[config.mk]
export PLATFORM = sky130hd
export DESIGN_NAME = mux_pipe_flat
export DESIGN_NICKNAME = d
export VERILOG_FILES = /design/src/rtl/mux_pipe_pkg.sv /design/src/rtl/mux_pipe_if.sv /design/src/rtl/mux_pipe_sel.sv /design/src/rtl/mux_pipe.sv /design/src/flat_wrapper.sv
export SDC_FILE = /design/constraint.sdc
export NUM_CORES = 1
export LEC_CHECK = 0
export ABC_AREA = 0
export BUFFER_PORTS_ARGS = -buffer_cell sky130_fd_sc_hd__buf_2
export CAP_MARGIN = 20
export CORE_UTILIZATION = 27
export DETAILED_ROUTE_END_ITERATION = 8
export PLACE_DENSITY = 0.51
export SLEW_MARGIN = 20
export SYNTH_ARGS = -nofsm -noshare
export SYNTH_HDL_FRONTEND = slang
export SYNTH_SLANG_ARGS = --single-unit
export TNS_END_PERCENT = 1
[constraint.sdc]
create_clock -name clk -period 5.4 [get_ports clk]
set_clock_uncertainty 0.15 [all_clocks]
set_input_delay 0.27 -clock clk [delete_from_list [all_inputs] [get_ports clk]]
set_output_delay 0.27 -clock clk [all_outputs]
set_load 0.01 [all_outputs]
[src/rtl/mux_pipe_pkg.sv]
// Shared definitions for mux_pipe: default parameters, counter width,
// output-register occupancy encoding and the channel-slice index helper.
package mux_pipe_pkg;

  localparam int unsigned XFER_CNT_W     = 32;
  localparam int unsigned MUX_PIPE_N     = 4;
  localparam int unsigned MUX_PIPE_WIDTH = 32;

  typedef enum logic [1:0] {
    OCC_EMPTY = 2'd0,
    OCC_FULL  = 2'd1,
    OCC_SKID  = 2'd2
  } occ_e;

  // Lowest bit of channel k inside the packed N*WIDTH input bus.
  function automatic int unsigned chan_lsb(input int unsigned k, input int unsigned width);
    return k * width;
  endfunction

endpackage

[src/rtl/mux_pipe_if.sv]
// Handshake bundle between an upstream producer (master) and a mux_pipe
// stage (slave): input words with select, registered output word and debug count.
interface mux_pipe_if
  import mux_pipe_pkg::*;
#(
  parameter int unsigned N     = MUX_PIPE_N,
  parameter int unsigned WIDTH = MUX_PIPE_WIDTH
);
  localparam int unsigned SEL_W = $clog2(N);

  logic                  in_valid;
  logic                  in_ready;
  logic [N*WIDTH-1:0]    in_data;
  logic [SEL_W-1:0]      sel;
  logic                  out_valid;
  logic                  out_ready;
  logic [WIDTH-1:0]      out_data;
  logic [SEL_W-1:0]      out_sel;
  logic                  out_err;
  logic [XFER_CNT_W-1:0] xfer_cnt;

  modport master (
    output in_valid, in_data, sel, out_ready,
    input  in_ready, out_valid, out_data, out_sel, out_err, xfer_cnt
  );

  modport slave (
    input  in_valid, in_data, sel, out_ready,
    output in_ready, out_valid, out_data, out_sel, out_err, xfer_cnt
  );

endinterface

[src/rtl/mux_pipe_sel.sv]
// Combinational N:1 WIDTH-bit word select with range check; an out-of-range
// select yields an all-zero word and raises err_o.
module mux_pipe_sel
  import mux_pipe_pkg::*;
#(
  parameter int unsigned N     = MUX_PIPE_N,
  parameter int unsigned WIDTH = MUX_PIPE_WIDTH,
  parameter int unsigned SEL_W = $clog2(N)
) (
  input  logic [N*WIDTH-1:0] data_i,
  input  logic [SEL_W-1:0]   sel_i,
  output logic [WIDTH-1:0]   word_o,
  output logic               err_o
);

  always_comb begin
    // NOTE: defaults first so every path assigns each output and no latch is inferred.
    word_o = '0;
    err_o  = (32'(sel_i) >= N);
    for (int k = 0; k < N; k++) begin
      if (sel_i == SEL_W'(k)) word_o = data_i[chan_lsb(k, WIDTH) +: WIDTH];
    end
  end

endmodule

[src/rtl/mux_pipe.sv]
// Registered N:1 select stage with valid/ready handshake and transfer counter.
// Define MUX_PIPE_SKID_EN for a one-entry skid register and a registered in_ready.
module mux_pipe
  import mux_pipe_pkg::*;
#(
  parameter int unsigned N     = MUX_PIPE_N,
  parameter int unsigned WIDTH = MUX_PIPE_WIDTH
) (
  input  logic      clk,
  input  logic      rst_n,
  mux_pipe_if.slave bus
);
  localparam int unsigned SEL_W = $clog2(N);

  occ_e                  state_q, state_d;
  logic [WIDTH-1:0]      out_data_q, out_data_d;
  logic [SEL_W-1:0]      out_sel_q, out_sel_d;
  logic                  out_err_q, out_err_d;
  logic [XFER_CNT_W-1:0] xfer_cnt_q, xfer_cnt_d;

  logic [WIDTH-1:0] mux_word;
  logic             mux_err;
  logic             out_valid;
  logic             in_ready;
  logic             accept;
  logic             xfer;
  logic             load_fresh;

  mux_pipe_sel #(
    .N     (N),
    .WIDTH (WIDTH),
    .SEL_W (SEL_W)
  ) u_sel (
    .data_i (bus.in_data),
    .sel_i  (bus.sel),
    .word_o (mux_word),
    .err_o  (mux_err)
  );

  assign out_valid = (state_q != OCC_EMPTY);
  assign accept    = bus.in_valid && in_ready;
  assign xfer      = out_valid && bus.out_ready;

`ifdef MUX_PIPE_SKID_EN
  logic [WIDTH-1:0] skid_data_q;
  logic [SEL_W-1:0] skid_sel_q;
  logic             skid_err_q;
  logic             skid_load;
  logic             in_ready_q;

  assign in_ready  = in_ready_q;
  assign skid_load = (state_q == OCC_FULL) && accept && !xfer;

  // NOTE: skid payload has no reset; state_q alone says whether it holds a word.
  always_ff @(posedge clk) begin
    if (skid_load) begin
      skid_data_q <= mux_word;
      skid_sel_q  <= bus.sel;
      skid_err_q  <= mux_err;
    end
  end
`else
  assign in_ready = rst_n && (!out_valid || bus.out_ready);
`endif

  always_comb begin
    state_d    = state_q;
    out_data_d = out_data_q;
    out_sel_d  = out_sel_q;
    out_err_d  = out_err_q;
    load_fresh = 1'b0;
    xfer_cnt_d = xfer ? xfer_cnt_q + XFER_CNT_W'(1) : xfer_cnt_q;

    unique case (state_q)
      OCC_EMPTY: begin
        if (accept) begin
          load_fresh = 1'b1;
          state_d    = OCC_FULL;
        end
      end
      OCC_FULL: begin
        if (accept && xfer) load_fresh = 1'b1;
`ifdef MUX_PIPE_SKID_EN
        else if (accept) state_d = OCC_SKID;
`endif
        else if (xfer) state_d = OCC_EMPTY;
      end
`ifdef MUX_PIPE_SKID_EN
      // Draining the output promotes the parked word; input reopens next cycle.
      OCC_SKID: begin
        if (xfer) begin
          state_d    = OCC_FULL;
          out_data_d = skid_data_q;
          out_sel_d  = skid_sel_q;
          out_err_d  = skid_err_q;
        end
      end
`endif
      default: state_d = OCC_EMPTY;
    endcase

    if (load_fresh) begin
      out_data_d = mux_word;
      out_sel_d  = bus.sel;
      out_err_d  = mux_err;
    end
  end

  always_ff @(posedge clk) begin
    // NOTE: non-blocking assignments so every register sees pre-edge values.
    if (!rst_n) begin
      state_q    <= OCC_EMPTY;
      out_data_q <= '0;
      out_sel_q  <= '0;
      out_err_q  <= 1'b0;
      xfer_cnt_q <= '0;
`ifdef MUX_PIPE_SKID_EN
      in_ready_q <= 1'b0;
`endif
    end else begin
      state_q    <= state_d;
      out_data_q <= out_data_d;
      out_sel_q  <= out_sel_d;
      out_err_q  <= out_err_d;
      xfer_cnt_q <= xfer_cnt_d;
`ifdef MUX_PIPE_SKID_EN
      in_ready_q <= (state_d != OCC_SKID);
`endif
    end
  end

  assign bus.in_ready  = in_ready;
  assign bus.out_valid = out_valid;
  assign bus.out_data  = out_data_q;
  assign bus.out_sel   = out_sel_q;
  assign bus.out_err   = out_err_q;
  assign bus.xfer_cnt  = xfer_cnt_q;

endmodule

[src/flat_wrapper.sv]
// flat-port wrapper written by rule: the top's interface ports become plain ports
module mux_pipe_flat import mux_pipe_pkg::*;
#(
  parameter int unsigned N     = MUX_PIPE_N,
  parameter int unsigned WIDTH = MUX_PIPE_WIDTH
)
  (clk, rst_n, bus_in_valid, bus_in_data, bus_sel, bus_out_ready, bus_in_ready, bus_out_valid, bus_out_data, bus_out_sel, bus_out_err, bus_xfer_cnt);
  mux_pipe_if #(.N(N), .WIDTH(WIDTH)) bus_i ();
  input  logic clk;
  input  logic rst_n;
  input wire logic [$bits(bus_i.in_valid)-1:0] bus_in_valid;
  input wire logic [$bits(bus_i.in_data)-1:0] bus_in_data;
  input wire logic [$bits(bus_i.sel)-1:0] bus_sel;
  input wire logic [$bits(bus_i.out_ready)-1:0] bus_out_ready;
  output wire logic [$bits(bus_i.in_ready)-1:0] bus_in_ready;
  output wire logic [$bits(bus_i.out_valid)-1:0] bus_out_valid;
  output wire logic [$bits(bus_i.out_data)-1:0] bus_out_data;
  output wire logic [$bits(bus_i.out_sel)-1:0] bus_out_sel;
  output wire logic [$bits(bus_i.out_err)-1:0] bus_out_err;
  output wire logic [$bits(bus_i.xfer_cnt)-1:0] bus_xfer_cnt;
  assign bus_i.in_valid = bus_in_valid;
  assign bus_i.in_data = bus_in_data;
  assign bus_i.sel = bus_sel;
  assign bus_i.out_ready = bus_out_ready;
  assign bus_in_ready = bus_i.in_ready;
  assign bus_out_valid = bus_i.out_valid;
  assign bus_out_data = bus_i.out_data;
  assign bus_out_sel = bus_i.out_sel;
  assign bus_out_err = bus_i.out_err;
  assign bus_xfer_cnt = bus_i.xfer_cnt;
  mux_pipe #(.N(N), .WIDTH(WIDTH)) u_core (.clk(clk), .rst_n(rst_n), .bus(bus_i));
endmodule
After elaboration in Yosys (flattened, before gate mapping)
Cells that the tools add are included.
{"block": "op_classes", "n_reduce_logical": 10, "n_mux": 11, "add_sub_neg": 1, "n_eq_ne": 7}
{"operator": "$mux W32", "n": 4}
{"operator": "$add A32 B1 Y32 const B", "n": 1}
{"operator": "$mux W2", "n": 3}
{"operator": "$eq A2 B1 Y1 const B", "n": 2}
{"operator": "$eq A2 B2 Y1 const B", "n": 2}
{"operator": "$logic_and A1 B1 Y1", "n": 4}
{"operator": "$logic_not A2 Y1", "n": 2}
{"operator": "$ne A2 B1 Y1 const B", "n": 2}
{"operator": "$pmux W2 S2", "n": 1}
{"operator": "$reduce_and A3 Y1", "n": 1}
{"operator": "$mux W1", "n": 2}
{"operator": "$ne A2 B2 Y1 const B", "n": 1}
{"operator": "$pmux W1 S2", "n": 1}
{"operator": "$reduce_bool A2 Y1", "n": 1}
{"operator": "$logic_not A1 Y1", "n": 1}
{"operator": "$logic_or A1 B1 Y1", "n": 1}
{"block": "totals", "output_inout_bits": 69, "elab_cells": 33, "input_bits": 134, "reg_bits": 68}

Depth between registers and ports, before layout
{"block": "logic_depth", "depth_word": 8, "ltp_mapped": 6}

By module
Synthesis repeated with hierarchy kept, for this count alone.
{"block": "unflattened", "cells_unflattened": 379, "hier_area_um2": 3614.7}
{"module": "mux_pipe", "cells_per_inst": 338, "seq_area_each_um2": 1361.3, "n_inst": 1, "area_each_um2": 2788.9}
{"module": "mux_pipe_sel", "cells_per_inst": 41, "seq_area_each_um2": 0.0, "n_inst": 1, "area_each_um2": 825.8}

Worst setup path after synthesis
Ideal clock, no wire load.
{"block": "synth_path", "path_kind": "register to register", "from": "register u_core.xfer_cnt_q[0] (netlist: u_core.bus.xfer_cnt[0])", "to": "register u_core.xfer_cnt_q[20] (netlist: u_core.bus.xfer_cnt[20])", "setup_slack_ps": 3553, "arrival_ps": 1626, "n_path_buf": 1, "required_ps": 5180, "stages_incl_launch_ff": 7, "period_less_slack_ps": 1847, "path_cell_list": "dfxtp_1 > ha_1 > and3_1 > buf_4 > nand4_1 > or4_1 > a21oi_1"}
{"block": "synth_between", "elab_chain_len": 1}
{"element": "start: declaration", "line_no": "mux_pipe.sv:19", "source": "logic [XFER_CNT_W-1:0] xfer_cnt_q, xfer_cnt_d;"}
{"element": "start signal: assignment", "line_no": "mux_pipe.sv:125", "source": "xfer_cnt_q <= xfer_cnt_d;"}
{"element": "$add A32 B1 Y32", "line_no": "mux_pipe.sv:72", "source": "xfer_cnt_d = xfer ? xfer_cnt_q + XFER_CNT_W'(1) : xfer_cnt_q;"}
No other way between the ends.
A chain may end at the register's enable or synchronous reset.

Worst setup path after layout
Ends and elaborated chain as after synthesis.

==> impl_results.html <==
<table>
<tr><th>Metric</th><th>Value</th></tr>
<tr><th colspan="2">Outcome</th></tr>
<tr><td>Run status</td><td>finished, final reports clean</td></tr>
<tr><th colspan="2">Hold path</th></tr>
<tr><td>Worst hold-check path type</td><td>in -&gt; reg</td></tr>
<tr><th colspan="2">STA</th></tr>
<tr><td>Worst max-slew margin expressed relative to the limit</td><td>32.79%</td></tr>
<tr><td>Setup repair after global routing missed its margin</td><td>false</td></tr>
<tr><td>Crit path time final</td><td>2084 ps</td></tr>
<tr><td>Number of endpoints with negative hold slack in the final report</td><td>0</td></tr>
<tr><td>Achievable clock frequency</td><td>0.4798 GHz</td></tr>
<tr><td>Final period util</td><td>38.59%</td></tr>
<tr><td>Number of setup violations in the final report</td><td>0</td></tr>
<tr><td>Min setup slack post-route</td><td>3316 ps</td></tr>
<tr><td>Max-slew violation count</td><td>0</td></tr>
<tr><td>Total Negative Setup Slacks</td><td>0 ps</td></tr>
<tr><td>Slew at the pin closest to its max-slew limit</td><td>1007 ps</td></tr>
<tr><th colspan="2">Synth</th></tr>
<tr><td>Average cell area after synthesis</td><td>9.511 um2</td></tr>
<tr><td>Post-synthesis instance total</td><td>374</td></tr>
<tr><td>Netlist area before placement</td><td>3557 um2</td></tr>
<tr><td>Post-Synthesis Net Count</td><td>509</td></tr>
<tr><td>Count of state elements after synthesis</td><td>67</td></tr>
<tr><td>Count of cell types in the netlist</td><td>34</td></tr>
<tr><td>Ys Warns</td><td>0</td></tr>
<tr><td>Sequential element share of the synthesized area</td><td>37.71%</td></tr>
<tr><th colspan="2">Routing</th></tr>
<tr><td>DRT iter0 DRCs</td><td>166</td></tr>
<tr><td>Overall routed net length</td><td>10.13 mm</td></tr>
<tr><td>Remaining design rule violation count</td><td>0</td></tr>
<tr><td>Average routed wire per standard cell</td><td>13.76 um</td></tr>
<tr><td>Via count</td><td>3,573</td></tr>
<tr><td>Post-route ant nets</td><td>0</td></tr>
<tr><td>First-pass detailed-route iteration total</td><td>4</td></tr>
<tr><td>Via density per instance</td><td>4.855</td></tr>
<tr><th colspan="2">Die</th></tr>
<tr><td>Number of top-level design ports</td><td>203</td></tr>
<tr><td>Placeable core region</td><td>12,720 um2</td></tr>
<tr><td>Effective utilization at floorplan</td><td>27.96%</td></tr>
<tr><td>Die span in y</td><td>116.8 um</td></tr>
<tr><td>Full die area</td><td>13,640 um2</td></tr>
<tr><td>Number of placement rows</td><td>41</td></tr>
<tr><td>Die Wd</td><td>116.8 um</td></tr>
<tr><th colspan="2">GRT</th></tr>
<tr><td>Wire length of the first global-routing pass</td><td>16.29 mm</td></tr>
<tr><td>Antenna violations before repair</td><td>0</td></tr>
<tr><td>Pin count of the biggest net entering global routing</td><td>44</td></tr>
<tr><td>Overflow left after global routing</td><td>0</td></tr>
<tr><td>Vias in the first global route</td><td>3,382</td></tr>
<tr><td>Combined global-route utilization of all metal layers</td><td>15.52%</td></tr>
<tr><th colspan="2">Clocking</th></tr>
<tr><td>Clk sink count</td><td>67</td></tr>
<tr><td># hold bufs at CTS</td><td>0</td></tr>
<tr><td>Deepest level of the CTS H-tree</td><td>3</td></tr>
<tr><td>Insertion delay of the later-clocked pin in the worst-skew pair</td><td>330 ps</td></tr>
<tr><td>Max Buffers Root-to-Sink</td><td>2</td></tr>
<tr><td>Root buffer cell</td><td>clkbuf_16</td></tr>
<tr><td># resized after CTS</td><td>0</td></tr>
<tr><td>Clock tree from TritonCTS</td><td>built</td></tr>
<tr><td>Clock Pin Slew Worst Setup and Hold Paths</td><td>60 ps</td></tr>
<tr><td>Number of buffers inserted by post-CTS setup repair</td><td>0</td></tr>
<tr><td>Total clock buffers created by CTS</td><td>9</td></tr>
<tr><th colspan="2">Pwr</th></tr>
<tr><td>Switching part of the total</td><td>23.78%</td></tr>
<tr><td>Leak Pwr</td><td>2.336 nW</td></tr>
<tr><td>P_sw</td><td>0.3123 mW</td></tr>
<tr><td>Logic gate share of total power</td><td>13.9%</td></tr>
<tr><td>Power density over the cells</td><td>264.5 nW/um2</td></tr>
<tr><td>Part of the total power dissipated in sequential elements</td><td>40.4%</td></tr>
<tr><td>Cell internal pwr</td><td>1.001 mW</td></tr>
<tr><td>Worst IR drop on VDD</td><td>0.1328 mV</td></tr>
<tr><td>Proportion of power drawn by the clock network</td><td>45.7%</td></tr>
<tr><th colspan="2">Setup path</th></tr>
<tr><td>Startpoint of the most critical setup path</td><td>u_core.bus.xfer_cnt[0]</td></tr>
<tr><td>Worst reg2reg path endpoint</td><td>u_core.bus.xfer_cnt[20]</td></tr>
<tr><td>Startpoint of the most critical register-to-register path</td><td>u_core.bus.xfer_cnt[0]</td></tr>
<tr><td>Timing endpoint of the critical path</td><td>u_core.bus.xfer_cnt[20]</td></tr>
<tr><td>Worst Setup Path Type</td><td>reg -&gt; reg</td></tr>
<tr><td>Critical path startpoint category</td><td>flip-flop</td></tr>
<tr><td>Worst reg2reg path depth</td><td>5</td></tr>
<tr><td>Element type at the critical path end</td><td>flip-flop</td></tr>
<tr><td>Data arrival time of the critical path</td><td>2190 ps</td></tr>
<tr><td>CP Data Required Time</td><td>5500 ps</td></tr>
<tr><td>CP max FO</td><td>9</td></tr>
<tr><td>Setup slack of the most critical reg-to-reg path</td><td>3320 ps</td></tr>
<tr><th colspan="2">Job</th></tr>
<tr><td>Max_cap viols</td><td>0</td></tr>
<tr><th colspan="2">Place</th></tr>
<tr><td>Worst setup slack after placement</td><td>3180 ps</td></tr>
<tr><td>Routability Congestion</td><td>0.7533</td></tr>
<tr><td>Sum of net half-perimeters after detailed placement</td><td>7.687 mm</td></tr>
<tr><td>Count of buffers inserted at the top-level ports</td><td>201</td></tr>
<tr><th colspan="2">Layout</th></tr>
<tr><td>Net count reported at finish</td><td>694</td></tr>
<tr><td>Ratio of cells with drive above 1 in the final layout</td><td>45.39%</td></tr>
<tr><td># diodes</td><td>0</td></tr>
<tr><td>Core utilization of the finished layout</td><td>39.01%</td></tr>
<tr><td>Post-synthesis to final-layout area growth</td><td>39.54%</td></tr>
</table>
[power groups by stage]
stage,registers (mW),logic [mW],clock network [mW]
6_report,0.531,0.182,0.600
5_1_grt,0.534,0.201,0.648
4_1_cts,0.531,0.186,0.620
3_5_place_dp,0.541,0.186,0
3_3_place_gp,0.541,0.183,0
2_1_floorplan,0.552,0.0876,0
[how the worst min path moves through the flow]
stage                                      start                      to  slack, ps  depth (start not counted)
final                               bus_in_valid       u_core.state_q[0]         40                          3
after global routing                bus_in_valid       u_core.state_q[0]         40                          3
after CTS                           bus_in_valid       u_core.state_q[0]         30                          3
after detailed placement  u_core.bus.out_data[3]  u_core.bus.out_data[3]        300                          2
after global placement    u_core.bus.out_data[3]  u_core.bus.out_data[3]        290                          2
after floorplan                     bus_in_valid       u_core.state_q[0]        250                          2
[through the flow]
stage	total power, mW	area (um2)	std cells	hold WS (ps)
after floorplan	0.6398	3557	374	249.5
after global placement	0.7235	4654	720	290.2
after detailed placement	0.7269	4654	720	295.3
after CTS	1.337	4961	736	28.23
after global routing	1.382	4964	736	38.41
final	1.313	4964	736	43.08
[registers in the layout, summed over array words and instances, names as in the netlist]
signal               count
u_core.bus.out_data     32
u_core.bus.xfer_cnt     32
u_core.bus.out_sel       2
u_core.state_q           1
[critical path, stage by stage, from the launching register on]
cell,delay [ps]
dfxtp_1,380
ha_1,160
and3_1,380
nand4_1,260
or4_1,520
a21oi_1,140
[cells by family (layout without fill, tap and decap cells)]
family / count (synthesis) / after routing / share of synthesized area, %
multiplexers: 32 / 32 / 20.26
buffers and inverters: 34 / 224 / 4.432
AO/OA/AOI/OAI: 42 / 42 / 7.422
adder cells (fa/ha/maj): 1 / 1 / 0.3517
XOR/XNOR: 11 / 11 / 2.709
other: 1 / 1 / 0.1054
flip-flops: 67 / 67 / 37.71
AND/OR/NAND/NOR: 186 / 186 / 27.01
[Yosys cell counts (all sizes together)]
cell    instances  share of area, %
o21a            1              0.21
conb            1              0.11
and3            6               1.1
o31ai          13               2.7
o31a            1              0.25
and2            2              0.35
or4            12               2.5
mux4           32                20
o41ai           2              0.49
o311ai          2              0.49
nand2          80               8.4
xor2            8               2.0
ha              1              0.35
nand3          49               6.9
and4            7               1.9
xnor2           3              0.74
clkbuf         19               2.0
or4b            1              0.28
or3             5              0.88
a21oi          19               2.7
buf            10               1.9
inv             5              0.53
nand2b          3              0.53
nor2           11               1.2
nand4           9               2.8
dfxtp          67                38
nor4            1              0.18
o21ai           4              0.56
[cell type report]
cell class / instances / area (um2)
fill: 1344 / 7759
multi-input combinational: 273 / 2058
sequential: 67 / 1341
timing repair buffer: 203 / 1023
clock buffer: 13 / 260.3
tap: 172 / 215.2
clock inverter: 3 / 46.29
inverter: 5 / 18.77
[metal layers]
metal / vias to the layer above / share of wire (%) / GRT usage, %
met4: 0 / 1.0 / 4.895
met3: 8 / 5.9 / 4.171
li1: 1758 / - / -
met5: - / 0 / 0
met2: 141 / 50 / 26.39
met1: 1666 / 43 / 19.12
[cell usage in the layout (no fill, tap or decap), types with 3 or more instances in the layout]
master / count
mux4_2: 32
buf_2: 200
dfxtp_1: 67
or3_1: 5
o31ai_1: 13
and4_1: 4
and4_4: 3
a21oi_1: 19
xnor2_1: 3
nand2_1: 80
inv_1: 5
and3_1: 6
nand3_1: 49
nand4_1: 5
o21ai_0: 4
buf_4: 3
clkbuf_16: 9
xor2_1: 8
nor2_1: 11
nand2b_1: 3
or4_1: 12
(Power assumes the default switching activity.)
